$ cat config.mk
export PLATFORM = sky130hd
export DESIGN_NAME = sdram_rd_fifo
export DESIGN_NICKNAME = d
export VERILOG_FILES = /design/src/rtl/sdram_rd_pkg.sv /design/src/rtl/sdram_rd_fifo.sv
export SDC_FILE = /design/constraint.sdc
export NUM_CORES = 1
export LEC_CHECK = 0
export ABC_AREA = 1
export CAP_MARGIN = 0
export CORE_MARGIN = 2
export CORE_UTILIZATION = 53
export CTS_CLUSTER_DIAMETER = 150
export DETAILED_ROUTE_END_ITERATION = 16
export PLACE_DENSITY = 0.95
export SYNTH_ARGS = -nofsm -noshare
export SYNTH_HDL_FRONTEND = slang
export SYNTH_SLANG_ARGS = --single-unit
$ cat constraint.sdc
create_clock -name sdram_clk -period 3.5 [get_ports sdram_clk]
set_clock_uncertainty 0.05 [all_clocks]
set_input_delay 0.7 -clock sdram_clk [delete_from_list [all_inputs] [get_ports sdram_clk]]
set_output_delay 0.7 -clock sdram_clk [all_outputs]
set_load 0.05 [all_outputs]
$ cat src/rtl/sdram_rd_pkg.sv
// sdram_rd_pkg: state encoding and default constants shared by the SDRAM read DMA.
package sdram_rd_pkg;
    typedef enum logic [2:0] {S_IDLE, S_CHK_SPACE, S_REQ, S_RECV, S_DONE} state_e;
    localparam int BURST_LEN_DEF    = 8;
    localparam int ADDR_STEP_DEF    = 2;
    localparam int TIMEOUT_CLKS_DEF = 255;
endpackage

$ cat src/rtl/sdram_rd_fifo.sv
// sdram_rd_fifo: reads an SDRAM region in fixed bursts and pushes the words into a downstream FIFO.
module sdram_rd_fifo
    import sdram_rd_pkg::*;
#(
    parameter int BURST_LEN    = BURST_LEN_DEF,
    parameter int ADDR_W       = 32,
    parameter int DATA_W       = 16,
    parameter int ADDR_STEP    = ADDR_STEP_DEF,
    parameter int LEN_W        = 24,
    parameter int SPACE_W      = 10,
    parameter int TIMEOUT_CLKS = TIMEOUT_CLKS_DEF
) (
    input  logic              sdram_clk,
    input  logic              rst,
    input  logic              start,
    input  logic              abort,
    input  logic [ADDR_W-1:0] start_addr,
    input  logic [LEN_W-1:0]  len_words,
    output logic              busy,
    output logic              done,
    output logic              err_timeout,
    output logic              err_stray,
    output logic              rd_req,
    output logic [ADDR_W-1:0] rd_addr,
    input  logic              rd_ready,
    input  logic [DATA_W-1:0] rd_data,
    input  logic              rd_data_valid,
    output logic              fifo_wen,
    output logic [DATA_W-1:0] fifo_wdata,
    input  logic [SPACE_W-1:0] fifo_wspace
);
    localparam int BL_SH  = $clog2(BURST_LEN);
    localparam int BEAT_W = BL_SH + 1;
    localparam int WD_W   = $clog2(TIMEOUT_CLKS + 1);
    localparam logic [ADDR_W-1:0] BURST_BYTES = ADDR_W'(BURST_LEN * ADDR_STEP);

    state_e              state_q, state_d;
    logic [ADDR_W-1:0]   cur_addr_q, cur_addr_d;
    logic [LEN_W-1:0]    bursts_q, bursts_d;
    logic [BEAT_W-1:0]   beat_q, beat_d;
    logic [WD_W-1:0]     wd_q, wd_d;
    logic                err_timeout_q, err_timeout_d, err_stray_q, err_stray_d;
    logic                fifo_wen_q;
    logic [DATA_W-1:0]   fifo_wdata_q;
    logic                accept, last_beat, timeout;
    logic [LEN_W-1:0]    start_bursts;

    assign accept       = state_q == S_IDLE && start && !abort;
    assign start_bursts = len_words >> BL_SH;
    assign last_beat    = state_q == S_RECV && rd_data_valid && beat_q == BEAT_W'(BURST_LEN - 1);
    assign timeout      = state_q == S_RECV && !rd_data_valid && wd_q == WD_W'(TIMEOUT_CLKS - 1);

    always_ff @(posedge sdram_clk) begin
        if (rst) begin
            state_q       <= S_IDLE;
            cur_addr_q    <= '0;
            bursts_q      <= '0;
            beat_q        <= '0;
            wd_q          <= '0;
            err_timeout_q <= 1'b0;
            err_stray_q   <= 1'b0;
            fifo_wen_q    <= 1'b0;
            fifo_wdata_q  <= '0;
        end else begin
            state_q       <= state_d;
            cur_addr_q    <= cur_addr_d;
            bursts_q      <= bursts_d;
            beat_q        <= beat_d;
            wd_q          <= wd_d;
            err_timeout_q <= err_timeout_d;
            err_stray_q   <= err_stray_d;
            fifo_wen_q    <= rd_data_valid && state_q == S_RECV;
            fifo_wdata_q  <= rd_data;
        end
    end

    always_comb begin
        state_d       = state_q;
        cur_addr_d    = cur_addr_q;
        bursts_d      = bursts_q;
        beat_d        = beat_q;
        wd_d          = wd_q;
        err_timeout_d = accept ? 1'b0 : err_timeout_q;
        // Beats outside S_RECV (e.g. still in flight after an abort) are dropped and flagged.
        err_stray_d   = (accept ? 1'b0 : err_stray_q) | (rd_data_valid && state_q != S_RECV);
        case (state_q)
            S_IDLE: if (accept) begin
                cur_addr_d = start_addr;
                bursts_d   = start_bursts;
                state_d    = start_bursts == '0 ? S_DONE : S_CHK_SPACE;
            end
            S_CHK_SPACE: if (fifo_wspace >= SPACE_W'(BURST_LEN)) state_d = S_REQ;
            S_REQ: if (rd_ready) begin
                cur_addr_d = cur_addr_q + BURST_BYTES;
                beat_d     = '0;
                wd_d       = '0;
                state_d    = S_RECV;
            end
            S_RECV: begin
                beat_d = beat_q + BEAT_W'(rd_data_valid);
                wd_d   = rd_data_valid ? '0 : wd_q + 1'b1;
                if (last_beat) begin
                    bursts_d = bursts_q - 1'b1;
                    state_d  = bursts_q == LEN_W'(1) ? S_DONE : S_CHK_SPACE;
                end else if (timeout) begin
                    err_timeout_d = 1'b1;
                    state_d       = S_IDLE;
                end
            end
            S_DONE: state_d = S_IDLE;
            default: state_d = S_IDLE;
        endcase
        if (abort) state_d = S_IDLE;
    end

    always_comb begin
        busy    = state_q != S_IDLE;
        done    = state_q == S_DONE;
        rd_req  = state_q == S_REQ;
        rd_addr = cur_addr_q;
    end

    assign err_timeout = err_timeout_q;
    assign err_stray   = err_stray_q;
    assign fifo_wen    = fifo_wen_q;
    assign fifo_wdata  = fifo_wdata_q;
endmodule

==> results of run 1 <==
-- synth_stat cells, drive strengths merged --
master  count
nand2     244
nor2      160
dfxtp      90
inv        73
a21oi      71
nand3      54
o21ai      49
buf        19
o21a       12
nand4      11
clkbuf     10
nor3        8
ha          7
nand3b      7
o211ai      6
or2         5
xnor2       5
a31oi       4
xor2        4
o21bai      2
o22ai       2
a22oi       1
and2        1
-- state kept, by name (all words and copies together) (netlist names) --
register and cells:
beat_q 4, fifo_wdata 16, err_timeout 1, rd_addr 32, err_stray 1, bursts_q 24, fifo_wen 1, wd_q 8
state_q 3
-- critical path, delay by kind of cell (launching register included) --
family,cells,cell delay [ns]
buffers and inverters,1,0.88
and+or+nand+nor,2,0.30
DFF,1,0.42
-- through the flow --
step | setup slack (ns) | power, uW | hold slack, ns
after floorplan | 1.295 | 1490 | 0.3869
after global placement | 0.8852 | 1700 | 0.3972
after detailed placement | 0.8272 | 1710 | 0.4069
after CTS | 0.8203 | 2769 | 0.4195
after global routing | 0.6535 | 2872 | 0.4444
final | 0.8070 | 2769 | 0.4135
-- cell usage in the layout, fill, tap and decap left out, types with 8 or more instances in the layout --
master,synthesis,final
nand2_1,240,240
clkbuf_8,0,9
a21oi_1,70,70
nor2_1,156,155
dfxtp_1,90,90
o21ai_0,46,46
inv_1,70,70
o21a_1,12,12
clkdlybuf4s50_1,0,134
nand3_1,53,53
nand4_1,11,11
nor3_1,8,8
-- metal layers --
metal | up-vias | routed length, um | share of wire [%]
li1 | 2963 | - | -
met1 | 2669 | 6254 | 41
met2 | 338 | 6918 | 46
met3 | 53 | 1407 | 9.3
met4 | 0 | 519 | 3.4
met5 | - | 0 | 0
-- cell families (layout without fill, tap and decap cells) --
kind of cell / Yosys count / count (layout) / share of synthesized area [%]
AO/OA/AOI/OAI: 147 / 147 / 15.36
XOR/XNOR: 9 / 9 / 1.515
adder cells (fa/ha/maj): 7 / 7 / 1.683
buffers and inverters: 102 / 229 / 8.079
flip-flops: 90 / 90 / 34.62
AND/OR/NAND/NOR: 490 / 490 / 38.74
-- worst max-delay path by stage --
stage                     startpoint          end  slack, ns
final                     state_q[1]       rd_req       0.81
after global routing      state_q[1]  rd_addr[14]       0.65
after detailed placement       abort  rd_addr[14]       0.83
after global placement         abort  rd_addr[14]       0.89
after CTS                 state_q[1]       rd_req       0.82
after floorplan           state_q[2]         done       1.29
-- final cells by class --
cell class                 instances  area (um2)  share of cell area [%]
clock inverter                     7       188.9                   2.728
sequential                        90        1802                   26.02
inverter                          73       276.5                   3.993
clock buffer                       9       123.9                   1.789
tap                              133       166.4                   2.403
timing repair buffer             140        1384                   19.98
multi-input combinational        653        2984                   43.09
-- power breakdown --
part           leakage (uW)  switching (uW)  total (uW)  internal, uW
combinational       0.00177             348         577           229
sequential         0.000737            49.2        1120          1070
clock              0.000154             379        1070           692
==> impl_metrics.toml, run 1 <==
[run_status]
status = "complete, no violations"

[critical_path]
cp_slowest_cell = "clkdlybuf4s50_1"
worstReg2RegStart = "state_q[1]"
arrival_ns = 1.94
max_stage_delay_ns = 0.88
worstSetupStartpointType = "register"
worstPathMaxFanout = 5
crit_path_end_kind = "output port"
worstReg2RegEnd = "rd_addr[14]"
crit_chain = "nand2_2, nor2_2, clkdlybuf4s50_1"
critical_path_class = "register to output port"
r2r_slack_ns = 0.87
worst_ep_required_time_ns = 2.75
ff2ff_path_depth = 8

[routing]
post-route-drc-count = 0
wirelength_mm = 15.10
wire_per_inst_um = 13.67
detail-route-antenna-nets = 0
drt_iter0_markers = 409
vias = 6023
vias_per_cell = 5.451
dr.pass1.iters = 6

[timing]
max_freq_ghz = 0.3713
max-slew-margin-rel_pct = 56.68
worst_pin_slew_ns = 0.6483
slew_viol_final = 0
setup-violations-final = 0
hold_viol_final = 0
finalCritPeriodShare_pct = 76.94
rsz0062_at_grt = "no"
finalSetupTns_ns = 0
min_period_ns = 2.693

[floorplanning]
io_pins = 142
rows = 36
coreArea_um2 = 9639
die_area_um2 = 10630
start_util_pct = 53.98
die_h_um = 103.1
die_w_um = 103.1

[cts]
cts_tree = "yes"
clk_path_buf_depth = 2
cts-resized-gates = 0
holdBufCountCts = 0
clk_latency_ns = 0.35
htree_levels = 3
cts_setup_buffers = 0
cts_root_buffer = "clkbuf_8"
cts_num_sinks = 90
clk_pin_slew_ns = 0.09
cts_made_buffers = 9

[job]
drv_cap = 0

[cells_and_area]
fin_util_pct = 71.85
nets = 1062
diodes = 0
fin_cells = 1105
drive_gt1_share_pct = 4.218
area_growth_pct = 33.08
finalInstanceArea_um2 = 6925
fillCellCount = 794

[synth]
yosys.cell_types.count = 33
syn_area_per_cell_um2 = 6.158
synth_top_area_share_pct = 34.62
ys_seq_elements = 90
postSynthCellCount = 845
yosys.area.top_type = "dfxtp_1"
netlist_area_um2 = 5204
yosys-top-cells-area = "dfxtp_1 35%, nand2_1 17%, nor2_1 11%"
yosysSeqAreaShare_pct = 34.62
ys_warn_count = 0
syn_nets = 940

[grt]
grt-ovfl-total = 0
grt_pass1_vias = 5261
grt_antenna_before_repair = 0
use_met2_pct = 45.75
use_met3_pct = 5.288
grt_use_total_pct = 28.11
top_usage_layer = "met2"
grt_pass1_wl_mm = 23.82
grt_use_met1_pct = 36.39
grt_max_degree = 47

[min_path]
worst_hold_path_type = "register to register"
hold_end = "err_stray"
holdPathStages = 2
worstHoldStart = "err_stray"

[placed_design]
postPlaceCellArea_um2 = 6613
routabilityCongestion = 0.9738
dp_hpwl_mm = 10.63
dp_cells = 1089
io_buffers = 135

[power_and_ir_drop]
ir_worst_vdd_v = 0.0002972
leakagePower_uw = 0.002662
power_density_nw_per_um2 = 399.8
Note: power is estimated with default switching activity, not from simulation.
==> inputs of run 2 (changes only) <==
--- a/config.mk
+++ b/config.mk
@@ -8,10 +8,10 @@
 export ABC_AREA = 1
 export CAP_MARGIN = 0
 export CORE_MARGIN = 2
-export CORE_UTILIZATION = 53
+export CORE_UTILIZATION = 49
 export CTS_CLUSTER_DIAMETER = 150
 export DETAILED_ROUTE_END_ITERATION = 16
-export PLACE_DENSITY = 0.95
+export PLACE_DENSITY = 0.89
 export SYNTH_ARGS = -nofsm -noshare
 export SYNTH_HDL_FRONTEND = slang
 export SYNTH_SLANG_ARGS = --single-unit
==> constraint.sdc (replaced) <==
create_clock -name sdram_clk -period 2.83 [get_ports sdram_clk]
set_clock_uncertainty 0.05 [all_clocks]
set_input_delay 0.566 -clock sdram_clk [delete_from_list [all_inputs] [get_ports sdram_clk]]
set_output_delay 0.566 -clock sdram_clk [all_outputs]
set_load 0.05 [all_outputs]
==> impl_metrics.toml, run 2 (synthesis results as in run 1) <==
[critical_path]
ff2ff_path_depth = 8
endpoint = "busy"
worst_ep_required_time_ns = 2.21
max_stage_delay_ns = 0.83
r2r_slack_ns = 0.66
worstReg2RegEnd = "rd_addr[22]"
cp_slowest_cell = "clkdlybuf4s50_1"
crit_start = "state_q[0]"
worstPathMaxFanout = 5
path_delay_family = "buffers and inverters"
critical_path_class = "register to output port"
crit_path_end_kind = "output port"
worstReg2RegStart = "rd_addr[4]"
arrival_ns = 1.87
worstSetupStartpointType = "register"
cp_num_buf_inv = 2
crit_chain = "inv_2, nand2_2, clkdlybuf4s50_1"
path_depth = 3

[grt]
grt_max_degree = 62
grt-ovfl-total = 0
use_met2_pct = 41.64
grt_antenna_before_repair = 0
use_met3_pct = 5.410
grt_pass1_vias = 5285
top_usage_layer = "met2"
grt_use_total_pct = 25.78
grt_pass1_wl_mm = 24.14
grt_use_met1_pct = 34.06

[routing]
dr.pass1.iters = 5
vias_per_cell = 5.201
wire_per_inst_um = 13.02
detail-route-antenna-nets = 0
wirelength_mm = 14.48
vias = 5783
drt_iter0_markers = 336
post-route-drc-count = 0

[timing]
hold_viol_final = 0
finalSetupTns_ns = 0
min_period_ns = 2.485
slew_viol_final = 0
whs_ns = 0.4142
setup-violations-final = 0
finalCritPeriodShare_pct = 87.82
rsz0062_at_grt = "no"
worst_pin_slew_ns = 0.6749
max_freq_ghz = 0.4024
max-slew-margin-rel_pct = 55.01

[floorplanning]
rows = 37
io_pins = 142
die_area_um2 = 11460
die_h_um = 107.1
start_util_pct = 50.41
die_w_um = 107.1
coreArea_um2 = 10320

[cts]
clk_path_buf_depth = 2
cts_num_sinks = 90
cts_tree = "yes"
htree_levels = 3
cts_setup_buffers = 0
cts-resized-gates = 0
cts_root_buffer = "clkbuf_8"
clk_pin_slew_ns = 0.09
cts_made_buffers = 9
clk_latency_ns = 0.35
holdBufCountCts = 0

[power_and_ir_drop]
leakagePower_uw = 0.002648
ir_worst_vdd_v = 0.0002519
swShare_pct = 31.02
seqPwrFrac_pct = 44.7
clkPwrFrac_pct = 32.4
p_sw_uw = 963.0
internal-power_uw = 2141
power_density_nw_per_um2 = 450.6
pwr-share-comb_pct = 22.9

[placed_design]
io_buffers = 135
routabilityCongestion = 0.9253
dp_cells = 1096
postPlaceCellArea_um2 = 6661
dp_hpwl_mm = 10.63

[cells_and_area]
nets = 1066
fillCellCount = 926
final_cell_mix = "240 x nand2_1, 155 x nor2_1, 133 x clkdlybuf4s50_1"
area_growth_pct = 32.39
largest_reg_flops = 32
final_common_cell = "nand2_1"
fin_cells = 1112
diodes = 0
drive_gt1_share_pct = 4.611
finalInstanceArea_um2 = 6889

[job]
drv_cap = 0

[run_status]
status = "complete, no violations"

[min_path]
worstHoldStart = "err_stray"
worst_hold_path_type = "register to register"
[run 2: power by group through the flow]
stage	sequential [uW]	combinational, uW	clock, uW
after floorplan	1540	302	0
after global routing	1400	780	1090
after global placement	1410	695	0
after detailed placement	1420	706	0
final	1390	711	1010
after CTS	1390	710	1020
[run 2: worst min-delay path by stage]
stage,end,slack [ns],depth (start not counted)
floorplan,wd_q[6],0.39,2
global placement,bursts_q[21],0.40,2
detailed placement,rd_addr[0],0.40,2
CTS,bursts_q[21],0.42,2
global route,rd_addr[1],0.44,2
finish,err_stray,0.41,2
[run 2: cell type report]
| class | count | area (um2) | area share [%] |
|---|---|---|---|
| well taps | 136 | 170.2 | 2.470 |
| repair buffers | 144 | 1424 | 20.67 |
| clock inverters | 5 | 86.33 | 1.253 |
| flip-flops and latches | 90 | 1802 | 26.15 |
| multi-input cells | 653 | 2989 | 43.39 |
| clock buffers | 11 | 141.4 | 2.052 |
| inverters | 73 | 276.5 | 4.014 |
[run 2: tightest hold or removal path, stage by stage, from the launching register on]
cell and delay [ns]:
dfxtp_1 0.32, nand2_1 0.06, a21oi_1 0.05
[run 2: metrics by stage]
| step | util, % | power, uW | worst slack [ns] |
|---|---|---|---|
| 3_3_place_gp | 64.53 | 2109 | 0.4186 |
| 4_1_cts | 66.73 | 3115 | 0.3371 |
| 3_5_place_dp | 64.53 | 2121 | 0.3936 |
| 6_report | 66.73 | 3104 | 0.3446 |
| 2_1_floorplan | - | 1842 | 0.7585 |
| 5_1_grt | 66.73 | 3263 | 0.2637 |
[run 2: layer usage]
| metal | vias to the layer above | part of all wire [%] |
|---|---|---|
| met3 | 24 | 8.5 |
| met5 | - | 0 |
| met2 | 242 | 46 |
| met1 | 2549 | 43 |
| li1 | 2968 | - |
| met4 | 0 | 2.1 |
==> inputs of run 3 (changes only) <==
--- a/config.mk
+++ b/config.mk
@@ -8,10 +8,11 @@
 export ABC_AREA = 1
 export CAP_MARGIN = 0
 export CORE_MARGIN = 2
-export CORE_UTILIZATION = 49
+export CORE_UTILIZATION = 50
+export CTS_BUF_LIST = sky130_fd_sc_hd__clkbuf_8
 export CTS_CLUSTER_DIAMETER = 150
 export DETAILED_ROUTE_END_ITERATION = 16
-export PLACE_DENSITY = 0.89
+export PLACE_DENSITY = 0.91
 export SYNTH_ARGS = -nofsm -noshare
 export SYNTH_HDL_FRONTEND = slang
 export SYNTH_SLANG_ARGS = --single-unit
==> impl_metrics.toml, run 3 (synthesis results as in run 1) <==
[grt]
grt_pass1_vias = 5257
grt-ovfl-total = 0
grt_pass1_wl_mm = 24.34
grt_antenna_before_repair = 0
grt_max_degree = 47
grt_use_total_pct = 26.36

[timing]
finalSetupTns_ns = 0
finalCritPeriodShare_pct = 90.27
worst_pin_slew_ns = 0.6822
max_freq_ghz = 0.3914
slew_viol_final = 0
min_period_ns = 2.555
max-slew-margin-rel_pct = 54.47
hold_viol_final = 0
setup-violations-final = 0
rsz0062_at_grt = "no"

[run_status]
status = "complete, no violations"

[routing]
dr.pass1.iters = 5
post-route-drc-count = 0
detail-route-antenna-nets = 0
vias = 5909
wirelength_mm = 14.64
vias_per_cell = 5.319
drt_iter0_markers = 421
wire_per_inst_um = 13.17

[critical_path]
worstPathMaxFanout = 4
max_stage_delay_ns = 0.88
crit_path_end_kind = "output port"
worstSetupStartpointType = "register"
cp_slowest_cell = "clkdlybuf4s50_1"
critical_path_class = "register to output port"
worstReg2RegStart = "rd_addr[4]"
crit_chain = "inv_1, nor3_1, clkdlybuf4s50_1"
arrival_ns = 1.94
r2r_slack_ns = 0.84
ff2ff_path_depth = 8
worstReg2RegEnd = "rd_addr[22]"
worst_ep_required_time_ns = 2.21

[min_path]
hold_end = "err_stray"
worst_hold_path_type = "register to register"
holdPathStages = 2
worstHoldStart = "err_stray"

[floorplanning]
io_pins = 142
die_area_um2 = 11240
die_h_um = 106.0
rows = 37
start_util_pct = 50.86
coreArea_um2 = 10230
die_w_um = 106.0

[cts]
htree_levels = 3
cts_made_buffers = 9
cts_root_buffer = "clkbuf_8"
cts_setup_buffers = 0
clk_path_buf_depth = 2
cts_num_sinks = 90
cts-resized-gates = 0
holdBufCountCts = 0
cts_tree = "yes"
clk_pin_slew_ns = 0.09
clk_latency_ns = 0.37

[cells_and_area]
diodes = 0
final_cell_mix = "240 x nand2_1, 155 x nor2_1, 133 x clkdlybuf4s50_1"
drive_gt1_share_pct = 4.615
final_common_cell = "nand2_1"
area_growth_pct = 30.78
fillCellCount = 900
largest_reg_flops = 32
nets = 1065
fin_util_pct = 66.52

[power_and_ir_drop]
power_density_nw_per_um2 = 426.0
ir_worst_vdd_v = 0.0002463
leakagePower_uw = 0.002614

[job]
drv_cap = 0

[placed_design]
routabilityCongestion = 0.9433
dp_hpwl_mm = 10.60
io_buffers = 135
[run 3: how the worst max path moves through the flow]
stage                        to        from  slack (ns)  cells past startpoint
finish                     done  state_q[2]        0.28                      3
global route               done  state_q[2]        0.16                      3
CTS                        done  state_q[2]        0.25                      3
detailed placement  rd_addr[14]       abort        0.36                      9
global placement     rd_addr[5]       abort        0.42                      9
floorplan                  done  state_q[2]        0.76                      2
[run 3: cell type report]
type / count / area, um2 / share of cell area [%]
multi-input cells: 653 / 2984 / 43.85
clock buffers: 9 / 123.9 / 1.820
flip-flops and latches: 90 / 1802 / 26.48
inverters: 73 / 276.5 / 4.063
repair buffers: 143 / 1404 / 20.63
well taps: 136 / 170.2 / 2.500
clock inverters: 7 / 45.04 / 0.6619
[run 3: metrics by stage]
stage | worst slack [ns] | std cells | hold WS, ns | instance area [um2] | total power [uW]
finish | 0.2753 | 1111 | 0.4131 | 6805 | 2899
global route | 0.1562 | 1111 | 0.4352 | 6805 | 3061
CTS | 0.2458 | 1111 | 0.4152 | 6805 | 2915
detailed placement | 0.3602 | 1095 | 0.4009 | 6636 | 2119
global placement | 0.4207 | 1095 | 0.3967 | 6636 | 2108
floorplan | 0.7585 | 845 | 0.3869 | 5204 | 1842
[run 3: where the power goes]
| part | switching, uW | leakage [uW] | internal (uW) |
|---|---|---|---|
| Combinational | 426 | 0.00179 | 286 |
| Sequential | 62.2 | 0.000737 | 1330 |
| Clock | 482 | 0.0000891 | 318 |
[run 3: worst max-delay path, delay by kind of cell, from the launching register on]
| family | cells | cell delay, ns |
|---|---|---|
| buffers and inverters | 2 | 0.96 |
| DFF | 1 | 0.39 |
| and+or+nand+nor | 1 | 0.23 |
[run 3: metal layers]
metal / wire (um) / GRT usage [%]
met5: 0 / 0
met4: 415 / 9.398
met3: 1458 / 6.254
met2: 6501 / 41.34
met1: 6261 / 35.52
